**src/rtl/freq_counter_pkg.sv**
```systemverilog
// Shared definitions for the frequency-counter sequencer: register map, CTRL bits,
// FSM state encoding and the ten-phase sample decoder.
package freq_counter_pkg;

  localparam logic [31:0] ADR_CTRL  = 32'h08;
  localparam logic [31:0] ADR_COUNT = 32'h09;
  localparam logic [31:0] ADR_PHASE = 32'h0A;

  localparam int CTRL_START_BIT = 7;
  localparam int CTRL_DONE_BIT  = 6;
  localparam int CTRL_RESET_BIT = 0;

  localparam logic [31:0] CTRL_RESET = 32'(1) << CTRL_RESET_BIT;
  localparam logic [31:0] CTRL_START = 32'(1) << CTRL_START_BIT;
  localparam logic [31:0] CTRL_CLEAR = 32'h0;

  typedef enum logic [3:0] {
    S_IDLE,
    S_CLR,
    S_ARM,
    S_WAIT,
    S_POLL,
    S_RD_CNT,
    S_RD_PH,
    S_DISARM,
    S_CALC,
    S_OUT
  } state_t;

  typedef struct packed {
    logic       err;
    logic [3:0] idx;
  } phase_dec_t;

  // Thermometer-style snapshots of the five-tap ring, MSB = ref clock 1; entry i is index i.
  localparam logic [0:9][4:0] PHASE_TABLE = {
    5'b10011, 5'b10001, 5'b11001, 5'b11000, 5'b11100,
    5'b01100, 5'b01110, 5'b00110, 5'b00111, 5'b00011
  };

  function automatic phase_dec_t phase_decode(input logic [4:0] pat);
    phase_dec_t r;
    r.err = 1'b1;
    r.idx = 4'd0;
    for (int i = 0; i < 10; i++) begin
      if (pat == PHASE_TABLE[i]) begin
        r.err = 1'b0;
        r.idx = 4'(i);
      end
    end
    return r;
  endfunction

endpackage

```
**src/rtl/wb_single_master.sv**
```systemverilog
// Single classic Wishbone cycle engine: one read or write per request, with an
// acknowledge timeout; reports done/err/timeout as one-cycle pulses.
module wb_single_master #(
  parameter int ACK_TIMEOUT = 16
) (
  input  logic        clk_i,
  input  logic        rst_i,
  input  logic        req_i,
  input  logic        req_we,
  input  logic [31:0] req_adr,
  input  logic [31:0] req_wdata,
  output logic        rsp_done,
  output logic        rsp_err,
  output logic        rsp_timeout,
  output logic [31:0] rsp_rdata,
  output logic [31:0] adr_o,
  output logic [31:0] dat_o,
  input  logic [31:0] dat_i,
  output logic        we_o,
  output logic [3:0]  sel_o,
  output logic        cyc_o,
  output logic        stb_o,
  input  logic        ack_i,
  input  logic        err_i
);

  localparam int TMR_W = $clog2(ACK_TIMEOUT + 1);

  logic [TMR_W-1:0] timer;

  assign sel_o = 4'hF;

  // NOTE: cyc_o/stb_o are flops on the async reset, so a reset drops them at once
  // without waiting for a clock edge.
  always_ff @(posedge clk_i or posedge rst_i) begin
    if (rst_i) begin
      cyc_o       <= 1'b0;
      stb_o       <= 1'b0;
      we_o        <= 1'b0;
      adr_o       <= '0;
      dat_o       <= '0;
      timer       <= '0;
      rsp_done    <= 1'b0;
      rsp_err     <= 1'b0;
      rsp_timeout <= 1'b0;
      rsp_rdata   <= '0;
    end else begin
      rsp_done    <= 1'b0;
      rsp_err     <= 1'b0;
      rsp_timeout <= 1'b0;
      if (!cyc_o) begin
        if (req_i) begin
          cyc_o <= 1'b1;
          stb_o <= 1'b1;
          we_o  <= req_we;
          adr_o <= req_adr;
          dat_o <= req_wdata;
          timer <= '0;
        end
      end else if (ack_i) begin
        cyc_o     <= 1'b0;
        stb_o     <= 1'b0;
        we_o      <= 1'b0;
        rsp_done  <= 1'b1;
        rsp_rdata <= dat_i;
      end else if (err_i) begin
        cyc_o   <= 1'b0;
        stb_o   <= 1'b0;
        we_o    <= 1'b0;
        rsp_err <= 1'b1;
      end else if (timer == TMR_W'(ACK_TIMEOUT - 1)) begin
        cyc_o       <= 1'b0;
        stb_o       <= 1'b0;
        we_o        <= 1'b0;
        rsp_timeout <= 1'b1;
      end else begin
        timer <= timer + 1'b1;
      end
    end
  end

endmodule

```
**src/rtl/freq_counter_sequencer.sv**
```systemverilog
// Drives a Wishbone frequency counter through clear/arm/poll/read/disarm and
// turns its coarse count plus phase samples into a 1 ns resolution interval.
module freq_counter_sequencer
  import freq_counter_pkg::*;
#(
  parameter int          ACK_TIMEOUT  = 16,
  parameter logic [31:0] MEAS_TIMEOUT = 32'd200_000_000,
  parameter int          POLL_GAP     = 64
) (
  input  logic        clk_i,
  input  logic        rst_i,
  output logic [31:0] adr_o,
  output logic [31:0] dat_o,
  input  logic [31:0] dat_i,
  output logic        we_o,
  output logic [3:0]  sel_o,
  output logic        cyc_o,
  output logic        stb_o,
  input  logic        ack_i,
  input  logic        err_i,
  input  logic        start_i,
  input  logic        continuous_i,
  output logic        busy_o,
  output logic        res_valid_o,
  input  logic        res_ready_i,
  output logic [36:0] res_interval_o,
  output logic [31:0] res_count_o,
  output logic [2:0]  res_status_o
);

  localparam int GAP_W = $clog2(POLL_GAP) + 1;

  state_t           state;
  logic             req_sent;
  logic             bus_req;
  logic             abort;
  logic [GAP_W-1:0] gap_cnt;
  logic [31:0]      meas_cnt;
  logic [31:0]      count_q;
  logic [9:0]       phase_q;
  logic             calc_step;
  logic [36:0]      prod;
  logic [3:0]       start_idx;
  logic [3:0]       end_idx;

  logic             bus_state;
  logic             cmd_we;
  logic [31:0]      cmd_adr;
  logic [31:0]      cmd_wdata;
  logic             rsp_done;
  logic             rsp_err;
  logic             rsp_timeout;
  logic [31:0]      rsp_rdata;
  logic             rsp_fail;
  logic             rsp_any;
  phase_dec_t       dec_start;
  phase_dec_t       dec_end;
  logic [37:0]      diff;
  logic [36:0]      interval_sat;

  wb_single_master #(.ACK_TIMEOUT(ACK_TIMEOUT)) u_bus (
    .clk_i      (clk_i),
    .rst_i      (rst_i),
    .req_i      (bus_req),
    .req_we     (cmd_we),
    .req_adr    (cmd_adr),
    .req_wdata  (cmd_wdata),
    .rsp_done   (rsp_done),
    .rsp_err    (rsp_err),
    .rsp_timeout(rsp_timeout),
    .rsp_rdata  (rsp_rdata),
    .adr_o      (adr_o),
    .dat_o      (dat_o),
    .dat_i      (dat_i),
    .we_o       (we_o),
    .sel_o      (sel_o),
    .cyc_o      (cyc_o),
    .stb_o      (stb_o),
    .ack_i      (ack_i),
    .err_i      (err_i)
  );

  assign rsp_fail = rsp_err | rsp_timeout;
  assign rsp_any  = rsp_done | rsp_fail;

  // NOTE: every always_comb output gets a default first so no path can infer a latch.
  always_comb begin
    bus_state = 1'b0;
    cmd_we    = 1'b0;
    cmd_adr   = ADR_CTRL;
    cmd_wdata = CTRL_CLEAR;
    case (state)
      S_CLR:    begin bus_state = 1'b1; cmd_we = 1'b1; cmd_wdata = CTRL_RESET; end
      S_ARM:    begin bus_state = 1'b1; cmd_we = 1'b1; cmd_wdata = CTRL_START; end
      S_POLL:   bus_state = 1'b1;
      S_RD_CNT: begin bus_state = 1'b1; cmd_adr = ADR_COUNT; end
      S_RD_PH:  begin bus_state = 1'b1; cmd_adr = ADR_PHASE; end
      // A timed-out measurement leaves the counter in reset instead of merely stopped.
      S_DISARM: begin
        bus_state = 1'b1;
        cmd_we    = 1'b1;
        cmd_wdata = abort ? CTRL_RESET : CTRL_CLEAR;
      end
      default: ;
    endcase
  end

  always_comb begin
    dec_start    = phase_decode(phase_q[9:5]);
    dec_end      = phase_decode(phase_q[4:0]);
    diff         = {1'b0, prod} + {34'd0, end_idx} - {34'd0, start_idx};
    interval_sat = diff[37] ? '0 : diff[36:0];
  end

  always_ff @(posedge clk_i or posedge rst_i) begin
    if (rst_i) begin
      state          <= S_IDLE;
      req_sent       <= 1'b0;
      bus_req        <= 1'b0;
      abort          <= 1'b0;
      gap_cnt        <= '0;
      meas_cnt       <= '0;
      count_q        <= '0;
      phase_q        <= '0;
      calc_step      <= 1'b0;
      prod           <= '0;
      start_idx      <= '0;
      end_idx        <= '0;
      busy_o         <= 1'b0;
      res_valid_o    <= 1'b0;
      res_interval_o <= '0;
      res_count_o    <= '0;
      res_status_o   <= '0;
    end else begin
      bus_req <= 1'b0;
      if (bus_state && !req_sent) begin
        bus_req  <= 1'b1;
        req_sent <= 1'b1;
      end
      // Every bus response moves the FSM on, so the next bus state re-issues.
      if (rsp_any) req_sent <= 1'b0;
      if (state == S_WAIT || state == S_POLL) meas_cnt <= meas_cnt + 32'd1;

      case (state)
        S_IDLE: if (start_i) begin
          state        <= S_CLR;
          busy_o       <= 1'b1;
          abort        <= 1'b0;
          res_status_o <= '0;
        end
        S_CLR: if (rsp_done) state <= S_ARM;
        S_ARM: if (rsp_done) begin
          state    <= S_WAIT;
          gap_cnt  <= '0;
          meas_cnt <= '0;
        end
        S_WAIT: begin
          if (meas_cnt >= MEAS_TIMEOUT - 32'd1) begin
            state           <= S_DISARM;
            abort           <= 1'b1;
            res_status_o[1] <= 1'b1;
          end else if (gap_cnt == GAP_W'(POLL_GAP - 1)) begin
            state   <= S_POLL;
            gap_cnt <= '0;
          end else begin
            gap_cnt <= gap_cnt + 1'b1;
          end
        end
        S_POLL: if (rsp_done) state <= rsp_rdata[CTRL_DONE_BIT] ? S_RD_CNT : S_WAIT;
        S_RD_CNT: if (rsp_done) begin
          count_q <= rsp_rdata;
          state   <= S_RD_PH;
        end
        S_RD_PH: if (rsp_done) begin
          phase_q <= rsp_rdata[9:0];
          state   <= S_DISARM;
        end
        S_DISARM: begin
          if (abort && rsp_any) begin
            state          <= S_OUT;
            busy_o         <= 1'b0;
            res_valid_o    <= 1'b1;
            res_count_o    <= '0;
            res_interval_o <= '0;
          end else if (rsp_done) begin
            state     <= S_CALC;
            calc_step <= 1'b0;
          end
        end
        S_CALC: begin
          if (!calc_step) begin
            calc_step       <= 1'b1;
            start_idx       <= dec_start.idx;
            end_idx         <= dec_end.idx;
            res_status_o[0] <= dec_start.err | dec_end.err;
            prod            <= ({5'd0, count_q} << 3) + ({5'd0, count_q} << 1);
          end else begin
            state          <= S_OUT;
            busy_o         <= 1'b0;
            res_valid_o    <= 1'b1;
            res_interval_o <= interval_sat;
            res_count_o    <= count_q;
          end
        end
        S_OUT: if (res_ready_i) begin
          res_valid_o <= 1'b0;
          if (continuous_i) begin
            state        <= S_CLR;
            busy_o       <= 1'b1;
            abort        <= 1'b0;
            res_status_o <= '0;
          end else begin
            state <= S_IDLE;
          end
        end
        default: state <= S_IDLE;
      endcase

      // Bus faults outside the timeout cleanup write abandon the measurement.
      if (bus_state && rsp_fail && !abort) begin
        state           <= S_OUT;
        busy_o          <= 1'b0;
        res_valid_o     <= 1'b1;
        res_status_o[2] <= 1'b1;
        res_count_o     <= '0;
        res_interval_o  <= '0;
      end
    end
  end

endmodule

```
**config.mk**
```make
export PLATFORM = sky130hd
export DESIGN_NAME = freq_counter_sequencer
export DESIGN_NICKNAME = d
export VERILOG_FILES = /design/src/rtl/freq_counter_pkg.sv /design/src/rtl/wb_single_master.sv /design/src/rtl/freq_counter_sequencer.sv
export SDC_FILE = /design/constraint.sdc
export NUM_CORES = 1
export LEC_CHECK = 0
export CAP_MARGIN = 25
export CORE_UTILIZATION = 35
export DETAILED_ROUTE_END_ITERATION = 12
export GPL_ROUTABILITY_DRIVEN = 0
export PLACE_DENSITY_LB_ADDON = 0.2
export SLEW_MARGIN = 20
export SYNTH_ARGS = -nofsm -noshare
export SYNTH_HDL_FRONTEND = slang
export SYNTH_SLANG_ARGS = --single-unit
```
**constraint.sdc**
```tcl
create_clock -name clk_i -period 7.9 [get_ports clk_i]
set_input_delay 0.79 -clock clk_i [delete_from_list [all_inputs] [get_ports clk_i]]
set_output_delay 0.79 -clock clk_i [all_outputs]
set_load 0.01 [all_outputs]
```
==> metrics.yaml, run 1 <==
regToRegStartpoint: "prod[1]"
drcViolationCount: 0
ir_worst_vdd_uv: 218.3
grt_max_degree: 163
p_leak_uw: 0.007995
cp-startpoint: "prod[1]"
fp-row-count: 74
end_kind: "register"
wl_per_cell_um: 16.03
slew_headroom_pct: 33.64
antenna_found_initial: 0
internal_power_uw: 3636
drv_slew: 0
hold_viol: 0
dr.pass1.iters: 5
synthSimpleGateAreaFrac_pct: 13.87
postCtsHoldBufs: 0
cts_sinks: 253
grt_pass1_vias: 10590
clock_latency_ps: 570
p_per_area_mw_per_mm2: 338.2
critPathSlowestCell: "o311a_1"
drive_gt1_share_pct: 11.90
synthMuxAreaShare_pct: 6.148
ant_nets: 0
cts_root_buf: "clkbuf_16"
post_cts_resize_count: 0
r2r_cells: 12
period_share_pct: 49.35
path_common_cell: "fa_1"
synth-main-ff-cell: "dfrtp_1"
fin_skew_ps: 16.23
final_cell_mix: "dfrtp_1 (253), nand2_1 (179), clkdlybuf4s50_1 (120), o21ai_0 (111)"
grt_remaining_overflow: 0
synthXorXnorAreaFrac_pct: 4.927
synth_fa_ha_area_share_pct: 6.784
p_sw_uw: 2197
path_cells: "fa_1, ha_1, fa_1, a21oi_1, o2bb2ai_2, a2111oi_4, o21ba_4, a21oi_2, a41o_1, o311a_1, inv_8, o21ai_0"
ys_warn_count: 0
r2r_setup_slack_ps: 4000
combPwrFrac_pct: 41.6
cp.buffers_inverters: 1
layout_commonest_cell: "dfrtp_1"
synth_top_family_by_area: "compound AO/OA/AOI/OAI gates"
rsz0062_at_grt: "no"
cts_tree: "yes"
synth-edff-count: 0
antenna_cells: 0
grtUsageTotal_pct: 16.14
die_x_um: 207.3
wl_mm: 34.80
worst_pin_slew_ps: 981.6
crit_cells: 12
ctsHtreeMaxLevel: 1
postCtsSetupBuffers: 0
syn-instance-count: 1520
grt_pass1_wl_mm: 57.24
vias: 10920
cp_top_family: "compound AO/OA/AOI/OAI gates"
syn2layout_area_growth_pct: 16.91
crit_path_start_kind: "register"
synth_area_leaders: "dfrtp_1 (43%), ha_1 (6.1%), mux2_2 (5.9%), nand2_1 (4.6%), o21ai_0 (3.8%)"
min_from: "req_sent"
dieArea_mm2: 0.04298
cp_slowest_stage_delay_ps: 530
dieHeight_um: 207.3
synthesis.area_mm2: 0.01475
setup_violations: 0
period_needed_ps: 3899
swShare_pct: 37.66
synth_largest_area_cell: "dfrtp_1"
synthArstFlopShare_pct: 100.0
tns_ps: 0
seq_power_share_pct: 31.5
crit_arrival_ps: 4330
critical_path_class: "register to register"
netlist-cell-type-count: 94
synth-seq-area-share_pct: 42.91
fmax_mhz: 256.5
p_clk_share_pct: 26.9
outcome: "finished clean"
hpwlAfterDp_mm: 25.52
start_util_pct: 35.81
synth_compound_area_share_pct: 17.55
cp.required_ps: 8330
drv_cap: 0
drt-initial-drc-count: 565
core-area_mm2: 0.04120
ys_ff_latch: 253
ios: 184
vias_per_cell: 5.028
numCtsBuffers: 30
hold_depth: 1
power_uw: 5833
fin_nets: 1731
yosys.area.top_type_share_pct: 42.91
path_clk_slew_ps: 60
cts.path.max_buffers: 3
synth.avg_cell_area_um2: 9.707
crit_path_max_fanout: 27
min_path_type: "register to register"
portBuffers: 120
through the flow:
stage / instances / util (%) / hold slack [ps] / cell area (um2) / setup WS, ps
final: 2171 / 41.86 / 448.9 / 17250 / 4001
after global routing: 2171 / 41.86 / 474.8 / 17250 / 3774
after CTS: 2171 / 41.86 / 459.0 / 17250 / 3975
after detailed placement: 2115 / 39.09 / 440.4 / 16100 / 3996
after global placement: 2115 / 39.09 / 435.3 / 16100 / 4110
after floorplan: 1581 / - / 404.0 / 14980 / 153.3
cells in the mapped netlist (13+ instances only):
| library cell | instances |
|---|---|
| xor2_1 | 42 |
| nand3_1 | 46 |
| ha_1 | 72 |
| mux2_2 | 77 |
| a31oi_1 | 17 |
| inv_1 | 83 |
| nand2b_1 | 15 |
| a21oi_1 | 74 |
| nand2_1 | 179 |
| nor2_1 | 82 |
| and3_1 | 16 |
| a21o_1 | 30 |
| dfrtp_1 | 253 |
| xnor2_1 | 41 |
| nor2b_1 | 13 |
| buf_4 | 66 |
| o21ai_2 | 21 |
| or3_1 | 16 |
| o21ai_0 | 111 |
| clkbuf_1 | 38 |
| a22o_1 | 21 |
worst reg2reg max path, cell delays in order, from the launching register on:
cell	delay (ps)
dfrtp_1	410
fa_1	490
ha_1	260
fa_1	410
a21oi_1	240
o2bb2ai_2	140
a2111oi_4	340
o21ba_4	200
a21oi_2	70
a41o_1	240
o311a_1	530
inv_8	280
o21ai_0	150
layer usage:
layer / track usage [%] / wire length [um] / vias up / share of wire [%]
met5: 0 / 0 / - / 0
met2: 26.26 / 16170 / 189 / 46
li1: - / - / 5426 / -
met1: 22.34 / 16670 / 5254 / 48
met3: 2.814 / 1301 / 47 / 3.7
met4: 3.654 / 668 / 0 / 1.9
power by group through the flow:
stage | registers, uW | clock network, uW | logic, uW
floorplan | 1730 | 0 | 1990
global placement | 1850 | 0 | 2400
finish | 1840 | 1570 | 2420
global route | 1880 | 1670 | 2700
CTS | 1840 | 1620 | 2440
detailed placement | 1860 | 0 | 2420
path summary, 6_finish.rpt:
| check | endpoint |
|---|---|
| worst max-delay path | res_interval_o[26] |
| worst min-delay path | bus_req |
| worst max register to register | res_interval_o[26] |
| worst min register to register | bus_req |
| max in group asynchronous | res_count_o[30] |
| min in group asynchronous | u_bus.rsp_rdata[1] |
state kept, by name (all words and copies together) (netlist names), 3 cells and up:
| name | flops |
|---|---|
| count_q | 32 |
| end_idx | 4 |
| gap_cnt | 7 |
| meas_cnt | 32 |
| phase_q | 10 |
| prod | 35 |
| res_count_o | 32 |
| res_interval_o | 37 |
| res_status_o | 3 |
| start_idx | 4 |
| state | 4 |
| u_bus.adr_o | 3 |
| u_bus.rsp_rdata | 32 |
| u_bus.timer | 5 |
area by class of cell:
class                           count  area, um2
Tap cell                          532      665.6
Clock inverter                     20      351.6
Sequential cell                   253       6331
Fill cell                        4034      23950
Multi-Input combinational cell   1119       7511
Inverter                           84      330.3
Clock buffer                       36      793.3
Timing Repair Buffer              127       1266
cell families after synthesis:
logic type,Yosys count
adder cells (fa/ha/maj),77
AO/OA/AOI/OAI,383
XOR/XNOR,83
other,2
flip-flops,253
buffers and inverters,209
AND/OR/NAND/NOR,432
multiplexers,81
No activity file was read; power rests on OpenSTA's default activity.
==> run 2: changes to the inputs <==
==> constraint.sdc (replaced) <==
create_clock -name clk_i -period 3.45 [get_ports clk_i]
set_input_delay 0.345 -clock clk_i [delete_from_list [all_inputs] [get_ports clk_i]]
set_output_delay 0.345 -clock clk_i [all_outputs]
set_load 0.01 [all_outputs]
==> run 2 against run 1 <==
Effect of this change: first-iteration DRC count grew 13%; largest power group unchanged; highest routed layer unchanged; global-route usage grew 0.60 points; sequential share of layout area shrank 0.63 points; final cell count grew 1.2%; utilization grew 0.73 points.
==> metrics.yaml, run 2 (same netlist as run 1, synthesis figures left out) <==
drive_gt1_share_pct: 14.30  # was 11.90%
cts.path.max_buffers: 3  # unchanged
r2r_cells: 12  # unchanged
grt_max_degree: 138  # was 163
ff_latch_area_mm2: 0.006331  # unchanged
ant_nets: 0  # unchanged
final_cell_mix: "dfrtp_1 (253), nand2_1 (179), clkdlybuf4s50_1 (120), o21ai_0 (109), nor2_1 (82)"  # was dfrtp_1 (253), nand2_1 (179), clkdlybuf4s50_1 (120), o21ai_0 (111)
numCtsBuffers: 30  # unchanged
end_kind: "register"  # unchanged
drv_slew: 0  # unchanged
layout_commonest_cell: "dfrtp_1"  # unchanged
cp.required_ps: 3900  # was 8330 ps
instances_no_fill: 2196  # was 2171
crit_path_start_kind: "register"  # unchanged
cp_slowest_stage_delay_ps: 480  # was 530 ps
syn2layout_area_growth_pct: 18.95  # was 16.91%
cts_sinks: 253  # unchanged
crit_arrival_ps: 3850  # was 4330 ps
period_needed_ps: 3400  # was 3899 ps
r2r-end: "res_interval_o[34]"  # was res_interval_o[26]
ios: 184  # unchanged
dp.cells: 2140  # was 2115
start_util_pct: 35.81  # unchanged
path_clk_slew_ps: 60  # about the same
die_x_um: 207.3  # unchanged
outcome: "finished clean"  # unchanged
hold_viol: 0  # unchanged
ir_worst_vdd_uv: 455.8  # was 218.3 uV
vias: 11020  # was 10920
grt_pass1_vias: 10980  # was 10590
setup_violations: 0  # unchanged
worst_pin_slew_ps: 885.9  # was 981.6 ps
largest_reg_flops: 37  # unchanged
drcViolationCount: 0  # unchanged
top_regs: "res_interval_o (37), prod (35)"  # unchanged
rsz0062_at_grt: "yes"  # was no
grtUsageTotal_pct: 16.75  # was 16.14%
path_common_cell: "a21oi_2"  # was fa_1
cts_root_buf: "clkbuf_16"  # unchanged
p_per_area_mw_per_mm2: 790.0  # was 338.2 mW/mm2
power_uw: 13870  # was 5833 uW
antenna_cells: 0  # unchanged
dieArea_mm2: 0.04298  # unchanged
dieHeight_um: 207.3  # unchanged
min_path_type: "input port to asynchronous set/reset pin"  # was register to register
fin_util_pct: 42.60  # was 41.86%
crit_path_max_fanout: 11  # was 27
largest_register: "res_interval_o"  # unchanged
dr.pass1.iters: 5  # unchanged
worst_slack_ps: 50.21  # was 4001 ps
drv_cap: 0  # unchanged
clock_latency_ps: 590  # was 570 ps
p_leak_uw: 0.008138  # was 0.007995 uW
cts_tree: "yes"  # unchanged
hpwlAfterDp_mm: 25.99  # was 25.52 mm
ctsHtreeMaxLevel: 1  # unchanged
fp-row-count: 74  # unchanged
grt_remaining_overflow: 0  # unchanged
drt-initial-drc-count: 638  # was 565
r2r_setup_slack_ps: 50  # was 4000 ps
fin_nets: 1758  # was 1731
fillers: 4053  # was 4034
critical_path_class: "register to register"  # unchanged
dp_slack_ps: -186.2  # was 3996 ps
wl_per_cell_um: 16.21  # was 16.03 um
slew_headroom_pct: 40.11  # was 33.64%
core-area_mm2: 0.04120  # unchanged
regToRegStartpoint: "prod[1]"  # unchanged
path_cells: "fa_1, ha_2, fa_2, a21oi_2, o2bb2ai_2, a2111oi_4, o21ba_4, a21oi_2, a41o_1, o311a_1, buf_12, a32o_1"  # was fa_1, ha_1, fa_1, a21oi_1, o2bb2ai_2, a2111oi_4, o21ba_4, a21oi_2, a41o_1, o311a_1, inv_8, o21ai_0
period_share_pct: 98.54  # was 49.35%
vias_per_cell: 5.017  # was 5.028
fin_skew_ps: 21.43  # was 16.23 ps
fmax_mhz: 294.1  # was 256.5 MHz
grt_pass1_wl_mm: 59.33  # was 57.24 mm
antenna_found_initial: 0  # unchanged
critPathSlowestCell: "fa_1"  # was o311a_1
tns_ps: 0  # unchanged
wl_mm: 35.59  # was 34.80 mm
portBuffers: 120  # unchanged
multi_input_area_mm2: 0.007607  # was 0.007511 mm2
[run 2: cell count changes in the layout (fill, tap and decap cells not counted), sizes merged]
cell    before  now
buf          7   33
bufinv       9    6
clkbuf      36   39
clkinv       8    7
[run 2: layout make-up]
type | count | share of cell area, %
tap | 532 | 3.793
timing repair inverter | 1 | 0.06416
multi-input combinational | 1119 | 43.34
inverter | 84 | 1.911
timing repair buffer | 153 | 8.469
clock inverter | 15 | 1.476
clock buffer | 39 | 4.869
sequential | 253 | 36.07
[run 2: per-stage QoR]
stage | hold slack [ps] | area, um2
2_1_floorplan | 404.0 | 14990
3_3_place_gp | 431.9 | 16310
3_5_place_dp | 432.6 | 16310
4_1_cts | 143.1 | 17470
5_1_grt | 183.8 | 17550
6_report | 147.6 | 17550
[run 2: worst max-delay path by stage]
stage,slack (ps),cells past startpoint,start,end
final,50,12,prod[1],res_interval_o[34]
after global routing,-70,12,prod[1],res_interval_o[34]
after CTS,2,12,prod[1],res_interval_o[34]
after detailed placement,-190,13,prod[1],res_interval_o[26]
after global placement,-130,14,start_idx[1],res_interval_o[29]
after floorplan,-220,1,rst_i,bus_req
[run 2: timing repair]
action / in CTS / in global routing
endpoints found under the hold margin: 0 / 0
setup endpoints to repair: 36 / 38
pin swaps: 1 / 9
hold buffers: 0 / 0
gates resized for setup: 7 / 16
cloned: 1 / 0
buffers inserted: 0 / 1
[run 2: critical path, delay by kind of cell (launching register included)]
family / cells / cell delay, ps
AOI/OAI and AO/OA: 8 / 1660
adders and majority gates: 3 / 1050
buffers and inverters: 1 / 170
DFF: 1 / 400
[run 2: report_power, final]
part / total, uW / switching [uW] / internal [uW]
sequential: 4130 / 590 / 3540
combinational: 6230 / 3340 / 2890
clock: 3510 / 1320 / 2190
[run 2: per-layer routing]
layer  wire (um)  track usage (%)
met5           0                0
met4         721            4.349
met3        1292            2.315
met2       16320            26.53
met1       17260            23.95
==> run 3: changes to the inputs <==
--- a/config.mk
+++ b/config.mk
@@ -7,6 +7,7 @@
 export LEC_CHECK = 0
 export CAP_MARGIN = 25
 export CORE_UTILIZATION = 35
+export CTS_CLUSTER_SIZE = 24
 export DETAILED_ROUTE_END_ITERATION = 12
 export GPL_ROUTABILITY_DRIVEN = 0
 export PLACE_DENSITY_LB_ADDON = 0.2
==> results of run 3 <==
Final layout, timing and power as in run 2 (identical DEF).
